## src/rtl/MD_pkg.sv

```systemverilog
// Shared widths, dump-path defaults and the dump entry record for the MD particle datapath.
package MD_pkg;

    localparam int NUM_INIT_STEPS         = 4;
    localparam int NUM_PARTICLES_PER_CELL = 8;
    localparam int PARTICLE_ID_WIDTH      = $clog2(NUM_PARTICLES_PER_CELL);
    localparam int INIT_STEP_WIDTH        = $clog2(NUM_INIT_STEPS);
    localparam int POS_WIDTH              = 16;

    localparam int DUMP_RD_LATENCY        = 2;
    localparam int DUMP_FIFO_DEPTH        = NUM_PARTICLES_PER_CELL;

    typedef struct packed {
        logic [INIT_STEP_WIDTH-1:0]   step;
        logic [PARTICLE_ID_WIDTH-1:0] id;
        logic [POS_WIDTH-1:0]         data;
        logic                         last;
    } dump_entry_t;

endpackage

```

## src/rtl/dump_fifo.sv

```systemverilog
// Synchronous first-word-fall-through FIFO; a push into a full FIFO is taken only
// when a pop frees the slot in the same cycle, otherwise it is dropped and flagged.
module dump_fifo
    import MD_pkg::*;
#(
    parameter int  DEPTH   = DUMP_FIFO_DEPTH,
    parameter type entry_t = dump_entry_t
) (
    input  logic   clk,
    input  logic   rst,
    input  logic   push_i,
    input  entry_t push_data_i,
    input  logic   pop_i,
    output logic   valid_o,
    output entry_t head_o,
    output logic   drop_o
);

    localparam int          AW       = $clog2(DEPTH);
    localparam logic [AW:0] FULL_CNT = (AW+1)'(DEPTH);

    entry_t          mem_q [DEPTH];
    logic [AW-1:0]   wr_ptr_q, wr_ptr_d;
    logic [AW-1:0]   rd_ptr_q, rd_ptr_d;
    logic [AW:0]     count_q, count_d;
    logic            do_push, do_pop;

    always_comb begin
        do_pop   = pop_i && (count_q != '0);
        do_push  = push_i && ((count_q < FULL_CNT) || do_pop);
        wr_ptr_d = do_push ? wr_ptr_q + AW'(1) : wr_ptr_q;
        rd_ptr_d = do_pop  ? rd_ptr_q + AW'(1) : rd_ptr_q;
        count_d  = count_q;
        case ({do_push, do_pop})
            2'b10:   count_d = count_q + (AW+1)'(1);
            2'b01:   count_d = count_q - (AW+1)'(1);
            default: count_d = count_q;
        endcase
    end

    always_ff @(posedge clk) begin
        if (rst) begin
            wr_ptr_q <= '0;
            rd_ptr_q <= '0;
            count_q  <= '0;
        end else begin
            wr_ptr_q <= wr_ptr_d;
            rd_ptr_q <= rd_ptr_d;
            count_q  <= count_d;
        end
    end

    // Storage is not reset; the head is masked whenever the FIFO is empty.
    always_ff @(posedge clk) begin
        if (do_push) begin
            mem_q[wr_ptr_q] <= push_data_i;
        end
    end

    assign valid_o = (count_q != '0);
    assign head_o  = valid_o ? mem_q[rd_ptr_q] : '0;
    assign drop_o  = push_i && !do_push;

    assert property (@(posedge clk) disable iff (rst) count_q <= FULL_CNT);

endmodule

```

## src/rtl/dump_pos_collect.sv

```systemverilog
// Collects per-step position reads issued by the dump address generator into a
// stream of {step, id, position, last} entries with valid/ready handshake.
module dump_pos_collect
    import MD_pkg::*;
#(
    parameter int NUM_STEPS  = NUM_INIT_STEPS,
    parameter int RD_LATENCY = DUMP_RD_LATENCY,
    parameter int FIFO_DEPTH = DUMP_FIFO_DEPTH
) (
    input  logic                           clk,
    input  logic                           rst,
    input  logic [NUM_STEPS-1:0]           dump_rd_en,
    input  logic [PARTICLE_ID_WIDTH-1:0]   dump_rd_addr,
    input  logic [NUM_STEPS*POS_WIDTH-1:0] step_rd_data,
    output logic                           out_valid,
    input  logic                           out_ready,
    output logic [POS_WIDTH-1:0]           out_data,
    output logic [PARTICLE_ID_WIDTH-1:0]   out_id,
    output logic [INIT_STEP_WIDTH-1:0]     out_step,
    output logic                           out_last,
    output logic                           overflow,
    output logic                           proto_err,
    output logic                           busy
);

    localparam logic [PARTICLE_ID_WIDTH-1:0] LAST_ID = PARTICLE_ID_WIDTH'(NUM_PARTICLES_PER_CELL - 1);

    logic [NUM_STEPS-1:0]         en_q   [RD_LATENCY];
    logic [PARTICLE_ID_WIDTH-1:0] addr_q [RD_LATENCY];
    logic [NUM_STEPS-1:0]         en_dly;
    logic [PARTICLE_ID_WIDTH-1:0] addr_dly;
    logic                         inflight;

    logic [INIT_STEP_WIDTH-1:0]   step_idx;
    logic [POS_WIDTH-1:0]         pos_sel;
    logic                         multi_hot;
    dump_entry_t                  entry;
    dump_entry_t                  head;

    logic fifo_push, fifo_pop, fifo_valid, fifo_drop;
    logic overflow_q, overflow_d;
    logic proto_err_q, proto_err_d;

    // Enable and address travel together so each lands with the data it requested.
    always_ff @(posedge clk) begin
        if (rst) begin
            for (int i = 0; i < RD_LATENCY; i++) begin
                en_q[i]   <= '0;
                addr_q[i] <= '0;
            end
        end else begin
            en_q[0]   <= dump_rd_en;
            addr_q[0] <= dump_rd_addr;
            for (int i = 1; i < RD_LATENCY; i++) begin
                en_q[i]   <= en_q[i-1];
                addr_q[i] <= addr_q[i-1];
            end
        end
    end

    assign en_dly   = en_q[RD_LATENCY-1];
    assign addr_dly = addr_q[RD_LATENCY-1];

    always_comb begin
        inflight = 1'b0;
        for (int i = 0; i < RD_LATENCY; i++) begin
            inflight = inflight | (en_q[i] != '0);
        end
    end

    // Descending scan so the lowest set bit is the one that sticks.
    always_comb begin
        step_idx = '0;
        pos_sel  = '0;
        for (int k = NUM_STEPS - 1; k >= 0; k--) begin
            if (en_dly[k]) begin
                step_idx = INIT_STEP_WIDTH'(k);
                pos_sel  = step_rd_data[k*POS_WIDTH +: POS_WIDTH];
            end
        end
    end

    assign multi_hot = ((en_dly & (en_dly - NUM_STEPS'(1))) != '0);

    always_comb begin
        entry      = '0;
        entry.step = step_idx;
        entry.id   = addr_dly;
        entry.data = pos_sel;
        entry.last = (addr_dly == LAST_ID);
    end

    assign fifo_push = (en_dly != '0);
    assign fifo_pop  = fifo_valid && out_ready;

    dump_fifo #(
        .DEPTH   (FIFO_DEPTH),
        .entry_t (dump_entry_t)
    ) u_fifo (
        .clk         (clk),
        .rst         (rst),
        .push_i      (fifo_push),
        .push_data_i (entry),
        .pop_i       (fifo_pop),
        .valid_o     (fifo_valid),
        .head_o      (head),
        .drop_o      (fifo_drop)
    );

    assign overflow_d  = overflow_q | fifo_drop;
    assign proto_err_d = proto_err_q | multi_hot;

    always_ff @(posedge clk) begin
        if (rst) begin
            overflow_q  <= 1'b0;
            proto_err_q <= 1'b0;
        end else begin
            overflow_q  <= overflow_d;
            proto_err_q <= proto_err_d;
        end
    end

    assign out_valid = fifo_valid;
    assign out_data  = head.data;
    assign out_id    = head.id;
    assign out_step  = head.step;
    assign out_last  = head.last;
    assign overflow  = overflow_q;
    assign proto_err = proto_err_q;
    assign busy      = inflight || fifo_valid;

endmodule

```

## config.mk

```make
export PLATFORM = sky130hd
export DESIGN_NAME = dump_pos_collect
export DESIGN_NICKNAME = d
export VERILOG_FILES = /design/src/rtl/MD_pkg.sv /design/src/rtl/dump_fifo.sv /design/src/rtl/dump_pos_collect.sv
export SDC_FILE = /design/constraint.sdc
export NUM_CORES = 1
export LEC_CHECK = 0
export BUFFER_PORTS_ARGS = -buffer_cell sky130_fd_sc_hd__buf_2
export CAP_MARGIN = 20
export CORE_MARGIN = 1
export CORE_UTILIZATION = 34
export DETAILED_ROUTE_END_ITERATION = 10
export GPL_TIMING_DRIVEN = 0
export SETUP_SLACK_MARGIN = 0.05
export SKIP_LAST_GASP = 1
export SYNTH_ARGS = -nofsm -noshare
export SYNTH_HDL_FRONTEND = slang
export SYNTH_SLANG_ARGS = --single-unit
```

## constraint.sdc

```tcl
create_clock -name clk -period 3.81 [get_ports clk]
set_clock_uncertainty 0.15 [all_clocks]
set_input_delay 0.9525 -clock clk [delete_from_list [all_inputs] [get_ports clk]]
set_output_delay 0.9525 -clock clk [all_outputs]
set_load 0.01 [all_outputs]
```

Word-level counts from Yosys, hierarchy flattened
Memory sizes are Yosys's and may differ from the RTL's. A register that Yosys moved wholly into a read port is not among the register bits.
Cells that the tools add are included.
- register bits after elaboration: 12
- RAM bits: 190
- input bits: 74
- output and inout port bits: 26
- logic and storage cells: 58
- memories kept: 3
- memory list (name ; words ; width ; rd ports ; clocked after Yosys merged registers in ; wr ports ; line ; RTL):
    u_fifo.mem_q ; 8 ; 22 ; 1 ; 1 ; 1 ; dump_fifo.sv:22 ; entry_t mem_q [DEPTH];
    en_q ; 2 ; 4 ; 2 ; 0 ; 2 ; dump_pos_collect.sv:28 ; logic [NUM_STEPS-1:0] en_q [RD_LATENCY];
    addr_q ; 2 ; 3 ; 2 ; 0 ; 2 ; dump_pos_collect.sv:29 ; logic [PARTICLE_ID_WIDTH-1:0] addr_q [RD_LATENCY];
- $add $sub $neg: 5
- order comparisons: 1
- equality and inequality tests: 3
- multiplexer cells: 21
- bitwise operators: 8
- reductions and logical operators: 12
- operators by type and width (cell ; count):
    2-to-1 mux 16 bit ; 4
    2-to-1 mux 22 bit ; 1
    nonzero test 4 bit ; 4
    2-to-1 mux 3 bit ; 4
    2-to-1 mux 2 bit ; 4
    2-to-1 mux 4 bit ; 2
    case mux 4 bit (2 select lines) ; 1
    subtractor 4 x 1 -> 4 bit, second input constant ; 2
    bitwise OR 1 bit ; 7
    adder 3 x 1 -> 3 bit, second input constant ; 2
    2-to-1 mux 1 bit ; 5
    adder 4 x 1 -> 4 bit, second input constant ; 1
    bitwise AND 4 bit ; 1
    logical AND 1 bit ; 4
    < comparator 4 bit, second input constant ; 1
    equality test 3 bit, second input constant ; 1
    equality test 2 x 1 -> 1 bit, second input constant ; 1
    equality test 2 bit, second input constant ; 1
    logical OR 1 bit ; 2
    nonzero test 2 bit ; 1
    logical NOT 1 bit ; 1

Logic depth before layout (Yosys ltp)
Gate-level depths: netlist (run 1).
- depth after elaboration: 8
- mapped depth: 11
- mapped depth without buffers: 10

Hierarchy
From an unflattened synthesis (run 1), not the netlist that was laid out.
- cells, all modules: 479
- area total of the unflattened synthesis: 8470.6 µm²
- by module, submodules not included (module ; instances ; cells each ; area an instance (µm²) ; seq. area each (µm²)):
    dump_fifo ; 1 ; 353 ; 7367.1 ; 5545.3
    dump_pos_collect ; 1 ; 126 ; 1103.6 ; 320.3

Worst setup path after synthesis (run 1)
No wires, ideal clock.
- path type: input-to-reg
- from: input out_ready
- to: memory u_fifo.mem_q[0][0] (netlist bit) (enable)
- library setup time: 457 ps
- arrival time: 3399 ps
- data required time: 3203 ps
- path slack: -196 ps
- stages on the path: 3
- path buffers: 0
- cell sequence: nand2b_1 nand2_2 nor4_1
- word-level cells in the longest chain between the ends: 6
- ends and longest elaborated chain (what ; line ; RTL):
    start: declaration ; dump_pos_collect.sv:16 ; input logic out_ready,
    logical AND 1 bit ; dump_pos_collect.sv:94 ; assign fifo_pop = fifo_valid && out_ready;
    logical AND 1 bit ; dump_fifo.sv:29 ; do_pop = pop_i && (count_q != '0);
    logical OR 1 bit ; dump_fifo.sv:30 ; do_push = push_i && ((count_q < FULL_CNT) || do_pop);
    logical AND 1 bit ; dump_fifo.sv:30 ;
    2-to-1 mux 1 bit ; dump_fifo.sv:55 ; if (do_push) begin
    2-to-1 mux 1 bit (implied by the code) ; dump_fifo.sv:56 ; mem_q[wr_ptr_q] <= push_data_i;
    end: declaration ; dump_fifo.sv:22 ;
No other way between the ends.

==> results.txt, run 1 <==
The number of nets in the synthesized netlist is 556. The clock transition at the registers of the reported paths came out at 0.06 ns. The element type at the critical path end is a primary output.

The highest net fanout along the worst path is 10. The number of global-route vias before repair is 5019. The detail-routed via count per cell is 5.04.

Wires add up to 19800 um. The overall routing resource usage is 0.164. Clock latency on the worst-skew pair, taken at its later pin, is 0.50 ns. In this run the worst hold path is classified as reg2reg.

Adding up every negative setup slack in the final design gives 0 ns. The power dissipated by switching net loads came out at 0.00174 W. The adder-cell share of the synthesized area came out at 0.00754.

The share of the synthesized area in compound gates (AO/OA/AOI/OAI) came out at 0.0397. The synthesized design spends more area on one cell type than any other, namely sky130_fd_sc_hd__edfxtp_1. The worst-case IR drop observed on VDD is 0.319 mV. In this run the remaining antenna-violating nets after routing total 0.

By area the synthesized netlist is led by sky130_fd_sc_hd__edfxtp_1, sky130_fd_sc_hd__mux4_2, sky130_fd_sc_hd__dfxtp_1. The flow ran to the end, and the final reports show no timing, DRC or antenna violations. Of the total synthesized cell area, the portion taken by XOR and XNOR cells is 0.00829. The final non-filler cell area came out at 10100 um^2.

The worst slew margin relative to its limit came out at 0.336. After synthesis, the largest family of logic cells by area is multiplexers. The share of total power in the clock network is 0.332. The mean instance size in the synthesized netlist is 17.4 um^2. Setup repair after global routing left no endpoint under its margin.

The share of power burned in registers came out at 0.432. The post-synthesis sequential element count came out at 205. The most numerous cell in the Yosys netlist is sky130_fd_sc_hd__edfxtp_1. The die outline area is 25000 um^2. The first-pass GRT wire length is 29700 um. The number of ports placed on the die boundary is 100. The sum of internal, switching and leakage power came out at 0.00614 W. The simple-gate share of the synthesized area is 0.0707. The share of synthesized area spent on multiplexers is 0.150. The number of different library cells in the post-synthesis netlist came out at 35. Clock tree synthesis inserted a total of 23 buffers. The total number of yosys warnings is 0. The initial antenna violation count came out at 0. For this run, the register share of the synthesized area comes to 0.707. The number of nets at the end of the flow is 688. Relative to the synthesized area, the layout overhead comes to 21.2%.

The count of final max-slew check failures came out at 0. The max capacitance violation total came out at 0. Setup violations remaining at the end of the flow were counted as 0.

The minimum clock period after layout came out at 3.56 ns. The pin slew with the least headroom to its limit is 0.988 ns. The vias after detailed routing came out at 4762.

Once the clock tree was built, the setup fixing pass inserted 0 buffers. The estimated wirelength of the detail-placed design is 13400 um. The final global-route overflow total is 0. STA classifies the critical path startpoint as a register. From bottom edge to top edge, the die measures 158 um. Of the cells placed in the final design, the portion with a size suffix greater than 1 is 0.337. The peak clock frequency supported by timing is 281 MHz.

The maximum number of pins on one net before global-route repair came out at 23. At the end of routability-driven placement, the weighted congestion stood at 0.695. The fraction of power consumed by combinational cells is 0.236.

The synthesized netlist cell count came out at 477. In the synthesized netlist, the cells that appear most often are sky130_fd_sc_hd__edfxtp_1, sky130_fd_sc_hd__mux4_2, sky130_fd_sc_hd__nor2_1, sky130_fd_sc_hd__nor2b_1, sky130_fd_sc_hd__dfxtp_1. The final worst-path cycle share came out at 0.934. The top-area cell type share of the netlist area came out at 0.637. 0 antenna diodes ended up in the layout.

For this design the static power due to leakage is 3.42 nW. The netlist area before placement is 8300 um^2. The remaining routing DRC violations is 0.

The setup slack at placement is 0.490 ns. The post-layout worst setup margin came out at 0.251 ns. The core outline area came out at 23700 um^2. The switching portion of total power came out at 0.283. At the worst endpoint, the required time is 2.71 ns.

The final hold violation count came out at 0. At the worst endpoint, the arrival time is 2.46 ns. The longest clock path from root to sink contains 3 buffers. Summing all placed instances gives a cell area of 9360 um^2.

TritonCTS built the clock tree. The number of H-tree levels came out at 1. The violation count after the first detailed-route iteration came out at 381. The number of cell rows is 56. In the synthesized netlist the dominant register cell turns out to be sky130_fd_sc_hd__edfxtp_1. The initial utilization of the core area, before any placement, comes to 0.350.

The total number of clock tree sinks is 205. The cell chosen for the clock root is sky130_fd_sc_hd__clkbuf_16. The chip width is 158 um. The iteration count of the initial detailed-routing pass is 4. The number of flops mapped to enable cells by yosys came out at 176. The internal cell power came out at 0.00440 W. After detailed routing, the average wire length per cell comes to 21.0 um. The total power per unit cell area is 610 nW/um^2. The async set-or-reset flop fraction in the synthesized netlist came out at 0. The setup path with the least slack is of type reg2out. The count of port buffers added during placement is 98.
## power groups by stage
| stage | Combinational [W] | Sequential, W | Clock, W |
|---|---|---|---|
| global placement | 0.00143 | 0.00269 | 0 |
| global route | 0.00159 | 0.00267 | 0.00214 |
| finish | 0.00145 | 0.00265 | 0.00204 |
| floorplan | 0.000948 | 0.00268 | 0 |
| CTS | 0.00149 | 0.00265 | 0.00207 |
| detailed placement | 0.00149 | 0.00270 | 0 |
## routing by layer
metal	part of all wire	track usage	vias to the layer above	routed length, um
met2	0.49	0.278	141	9770
met4	0.018	0.0412	0	363
met1	0.43	0.217	2441	8610
met5	0	0	-	0
met3	0.054	0.0307	28	1070
li1	-	-	2152	-
## state kept, by name (all words and copies together), names as in the netlist, named ones only
| name | count |
|---|---|
| u_fifo.wr_ptr_q | 3 |
| u_fifo.count_q | 4 |
| u_fifo.mem_q | 176 |
| overflow | 1 |
| addr_q | 6 |
| en_q | 8 |
| proto_err | 1 |
| u_fifo.rd_ptr_q | 3 |
## layout by cell type (no fill, tap or decap), types with 3 or more instances in the layout
master,synthesis,final
sky130_fd_sc_hd__edfxtp_1,176,176
sky130_fd_sc_hd__buf_2,6,104
sky130_fd_sc_hd__mux4_2,44,44
sky130_fd_sc_hd__nor2_1,40,37
sky130_fd_sc_hd__nor2b_1,32,32
sky130_fd_sc_hd__dfxtp_1,29,29
sky130_fd_sc_hd__mux2i_1,24,24
sky130_fd_sc_hd__clkbuf_16,0,23
sky130_fd_sc_hd__clkbuf_1,17,22
sky130_fd_sc_hd__nand2_1,19,19
sky130_fd_sc_hd__a221oi_1,16,16
sky130_fd_sc_hd__o31ai_1,16,16
sky130_fd_sc_hd__xor2_1,6,6
sky130_fd_sc_hd__buf_6,0,6
sky130_fd_sc_hd__nand3_1,5,5
sky130_fd_sc_hd__a21oi_1,5,5
sky130_fd_sc_hd__ha_1,5,5
sky130_fd_sc_hd__clkinv_2,0,5
sky130_fd_sc_hd__buf_4,4,4
sky130_fd_sc_hd__nand2b_1,4,4
sky130_fd_sc_hd__nor3_2,0,4
sky130_fd_sc_hd__buf_1,4,3
sky130_fd_sc_hd__nor2_4,0,3
sky130_fd_sc_hd__clkbuf_8,0,3
sky130_fd_sc_hd__buf_8,0,3
## final timing paths
path / startpoint / to / slack, ns / depth (start not counted)
hold reg to reg: addr_q[0][0] / addr_q[0][3] / 0.30 / 1
hold / removal: addr_q[0][0] / addr_q[0][3] / 0.30 / 1
setup reg to reg: u_fifo.count_q[1] / u_fifo.count_q[2] / 0.72 / 11
setup / recovery: register / out_last / 0.25 / 6
## worst max-delay path: stages (launching register included)
cell,delay (ns)
sky130_fd_sc_hd__dfxtp_1,0.30
sky130_fd_sc_hd__buf_2,0.21
sky130_fd_sc_hd__clkbuf_1,0.56
sky130_fd_sc_hd__mux4_2,0.40
sky130_fd_sc_hd__mux2i_1,0.24
sky130_fd_sc_hd__nor2_1,0.07
sky130_fd_sc_hd__buf_2,0.17
## repair_timing
item | CTS | global route
resized for setup | 0 | 5
endpoints found under the setup margin | 0 | 5
hold buffers | 0 | 0
## cells by family after synthesis
kind of cell               Yosys count
AOI/OAI and AO/OA                   43
xor gates and xnor gates             7
adders and majority gates            5
buffers and inverters               32
DFF                                205
muxes                               69
and+or+nand+nor                    116
## area by class of cell
cell class | count | area (um^2)
fill | 2172 | 13600
sequential | 205 | 5870
multi-input combinational | 240 | 2350
clock buffer | 32 | 639
timing repair buffer | 107 | 603
tap | 319 | 399
buffer | 31 | 141
clock inverter | 10 | 61.3
inverter | 1 | 3.75
## stage by stage
| step | cells | hold WS, ns | util |
|---|---|---|---|
| after floorplan | 477 | 0.264 | - |
| final | 945 | 0.296 | 0.425 |
| after global placement | 894 | 0.283 | 0.388 |
| after CTS | 945 | 0.301 | 0.425 |
| after global routing | 945 | 0.308 | 0.425 |
| after detailed placement | 903 | 0.298 | 0.395 |
(Power assumes the default switching activity.)
==> inputs of run 2 (changes only) <==
--- a/config.mk
+++ b/config.mk
@@ -7,5 +7,5 @@
 export LEC_CHECK = 0
 export BUFFER_PORTS_ARGS = -buffer_cell sky130_fd_sc_hd__buf_2
-export CAP_MARGIN = 20
+export CAP_MARGIN = 10
 export CORE_MARGIN = 1
 export CORE_UTILIZATION = 34
@@ -17,2 +17,3 @@
 export SYNTH_HDL_FRONTEND = slang
 export SYNTH_SLANG_ARGS = --single-unit
+export TNS_END_PERCENT = 100
--- a/constraint.sdc
+++ b/constraint.sdc
@@ -3,3 +3,3 @@
 set_input_delay 0.9525 -clock clk [delete_from_list [all_inputs] [get_ports clk]]
 set_output_delay 0.9525 -clock clk [all_outputs]
-set_load 0.01 [all_outputs]
+set_load 0.005 [all_outputs]
==> run 2 against run 1 <==
Compared with the run above:
- sequential power about the same
- global-route usage rose by 0.10 points
- die area is the same
- register-to-register slack about the same
- critical path type unchanged
- largest cell class unchanged
==> results.txt, run 2 (synthesized netlist as in run 1, its figures left out) <==
The number of global-route vias before repair came out at 5017 (was 5019). The max capacitance violation total is 0 (unchanged). The antenna cell count came out at 0 (unchanged).

Most frequent cells in the layout: sky130_fd_sc_hd__edfxtp_1, sky130_fd_sc_hd__buf_2, sky130_fd_sc_hd__mux4_2 (unchanged). The number of ports placed on the die boundary came to 100 (unchanged). The cell chosen for the clock root is sky130_fd_sc_hd__clkbuf_16 (unchanged).

The class of the tightest hold or removal check is reg2reg (unchanged). The peak clock frequency supported by timing came to 285 MHz (was 281 MHz). The minimum clock period after layout is 3.51 ns (was 3.56 ns). The startpoint kind of the worst setup timing path was a register (unchanged). The maximum number of pins on one net before global-route repair came out at 23 (unchanged). The remaining routing DRC violations came out at 0 (unchanged). The total power per unit cell area came out at 603 nW/um^2 (was 610 nW/um^2). The final worst-path cycle share was 0.922 (was 0.934). The clock buffer count from CTS came to 23 (unchanged). The vias after detailed routing was 4766 (was 4762). The clock latency of the later-clocked register in the worst-skew pair came out at 0.50 ns (about the same). The number of cell rows came out at 56 (unchanged). The die boundary height came out at 158 um (unchanged).

The pin slew with the least headroom to its limit is 0.998 ns (was 0.988 ns). The element type at the critical path end is a primary output (unchanged). The total number of clock tree sinks came to 205 (unchanged). The most common cell after layout, fill and taps aside was sky130_fd_sc_hd__edfxtp_1 (unchanged). The clock transition at the registers of the reported paths is 0.06 ns (about the same). The last weighted congestion value of the routability-driven placer came to 0.695 (unchanged).

The detailed-route wire length is 19900 um (was 19800 um). The number of cells on the worst hold path came to 1 (unchanged). The residual antenna-violating net count after detailed routing is 0 (unchanged).

The iteration count of the initial detailed-routing pass came out at 4 (unchanged). The first-pass GRT wire length came out at 30000 um (was 29700 um). The depth of the most critical reg-to-reg path came out at 11 (unchanged). The met2 usage is 0.279 (was 0.278).

The number of standard cells in the final layout excluding fillers came out at 945 (unchanged). The highest net fanout along the worst path was 10 (unchanged). RSZ-0062 raised after global routing: false (unchanged). The detail-routed via count per cell was 5.04 (about the same). The sum of internal, switching and leakage power is 0.00606 W (was 0.00614 W). The overall routing resource usage came out at 0.165 (was 0.164).

The count of final max-slew check failures came out at 0 (unchanged). Status: complete, no violations (unchanged). The starting density of the core came out at 0.350 (unchanged). The violation count after the first detailed-route iteration is 399 (was 381). The signal arrival time at the worst endpoint is 2.41 ns (was 2.46 ns).

Registers with the most flip-flops: u_fifo.mem_q (176), en_q (8), addr_q (6) (unchanged). The die outline area is 25000 um^2 (unchanged). The global routing met3 resource utilization is 0.0271 (was 0.0307). The final core utilization is 0.425 (unchanged). The estimated wirelength of the detail-placed design is 13400 um (about the same). The leakage power of the design came out at 3.42 nW (unchanged). The number of nets at the end of the flow is 688 (unchanged). The setup TNS came out at 0 ns (unchanged).

The maximum buffer depth of the clock tree is 3 (unchanged). The core outline area came out at 23700 um^2 (unchanged). The relative area change from synthesis to final layout was 21.2% (unchanged). The met1 track utilization from global routing came out at 0.225 (was 0.217). The endpoint required time on the critical path is 2.71 ns (about the same). The share of final-layout standard cells stronger than drive strength 1 is 0.337 (unchanged). The final global-route overflow total is 0 (unchanged). The most flop-heavy register is u_fifo.mem_q (unchanged). The number of placed instances, taps included is 903 (unchanged). The flip-flop count of the largest register after layout is 176 (unchanged). The final hold violation count was 0 (unchanged).

The number of H-tree levels is 1 (unchanged). The type of the worst setup path is reg2out (unchanged). The busiest layer in global routing was met2 (unchanged). The number of buffers added for setup after CTS came out at 0 (unchanged). The TritonCTS clock tree is yes (unchanged). The chip width is 158 um (unchanged). The count of port buffers added during placement is 98 (unchanged). The worst slew margin relative to its limit is 0.329 (was 0.336).

The final-report setup violation count came out at 0 (unchanged). The initial antenna violation count came out at 0 (unchanged). The routed wire length per instance was 21.0 um (about the same). The worst supply voltage drop on vdd is 0.320 mV (was 0.319 mV).
==> run 2: cell counts in the layout (fill, tap and decap cells not counted) <==
No cell type changed its count.
==> run 2: area by class of cell <==
cell class,instances,area (um^2)
clock buffer,32,639
timing repair buffer,107,603
multi-input combinational,240,2350
inverter,1,3.75
fill,2182,13600
sequential,205,5870
clock inverter,10,61.3
tap,319,399
buffer,31,141
==> run 2: worst paths after layout <==
kind	startpoint	to	slack [ns]
setup / recovery	register	out_last	0.30
hold / removal	addr_q[0][2]	addr_q[0][5]	0.30
setup reg to reg	u_fifo.count_q[1]	u_fifo.count_q[2]	0.71
hold reg to reg	addr_q[0][2]	addr_q[0][5]	0.30
==> run 2: power breakdown <==
group | leakage [nW] | switching, W | internal [W]
logic | 1.22 | 0.000755 | 0.000634
registers | 1.86 | 0.0000687 | 0.00258
clock network | 0.351 | 0.000844 | 0.00118
total | 3.42 | 0.00167 | 0.00440
==> run 2: worst max-delay path: stages (launching register included) <==
cell and delay (ns):
sky130_fd_sc_hd__dfxtp_1 0.30, sky130_fd_sc_hd__buf_2 0.21, sky130_fd_sc_hd__clkbuf_1 0.55, sky130_fd_sc_hd__mux4_2 0.40, sky130_fd_sc_hd__mux2i_1 0.23, sky130_fd_sc_hd__nor2_1 0.06
sky130_fd_sc_hd__buf_2 0.15
==> run 2: routing by layer <==
metal,part of all wire,vias to the layer above
met2,0.49,137
met1,0.43,2441
li1,-,2155
met3,0.059,33
met4,0.017,0
met5,0,-
==> run 2: per-stage QoR <==
step	instance area [um^2]	setup slack, ns	hold WS [ns]
2_1_floorplan	8300	0.374	0.264
3_3_place_gp	9190	-1.48	0.283
3_5_place_dp	9360	0.484	0.297
4_1_cts	10100	0.109	0.301
5_1_grt	10100	0.148	0.308
6_report	10100	0.298	0.298
==> run 2: timing repair <==
action                                  in CTS  in global routing
hold buffers                                 0                  0
gates resized for setup                      0                  5
endpoints found under the hold margin        0                  0
endpoints found under the setup margin       0                  3
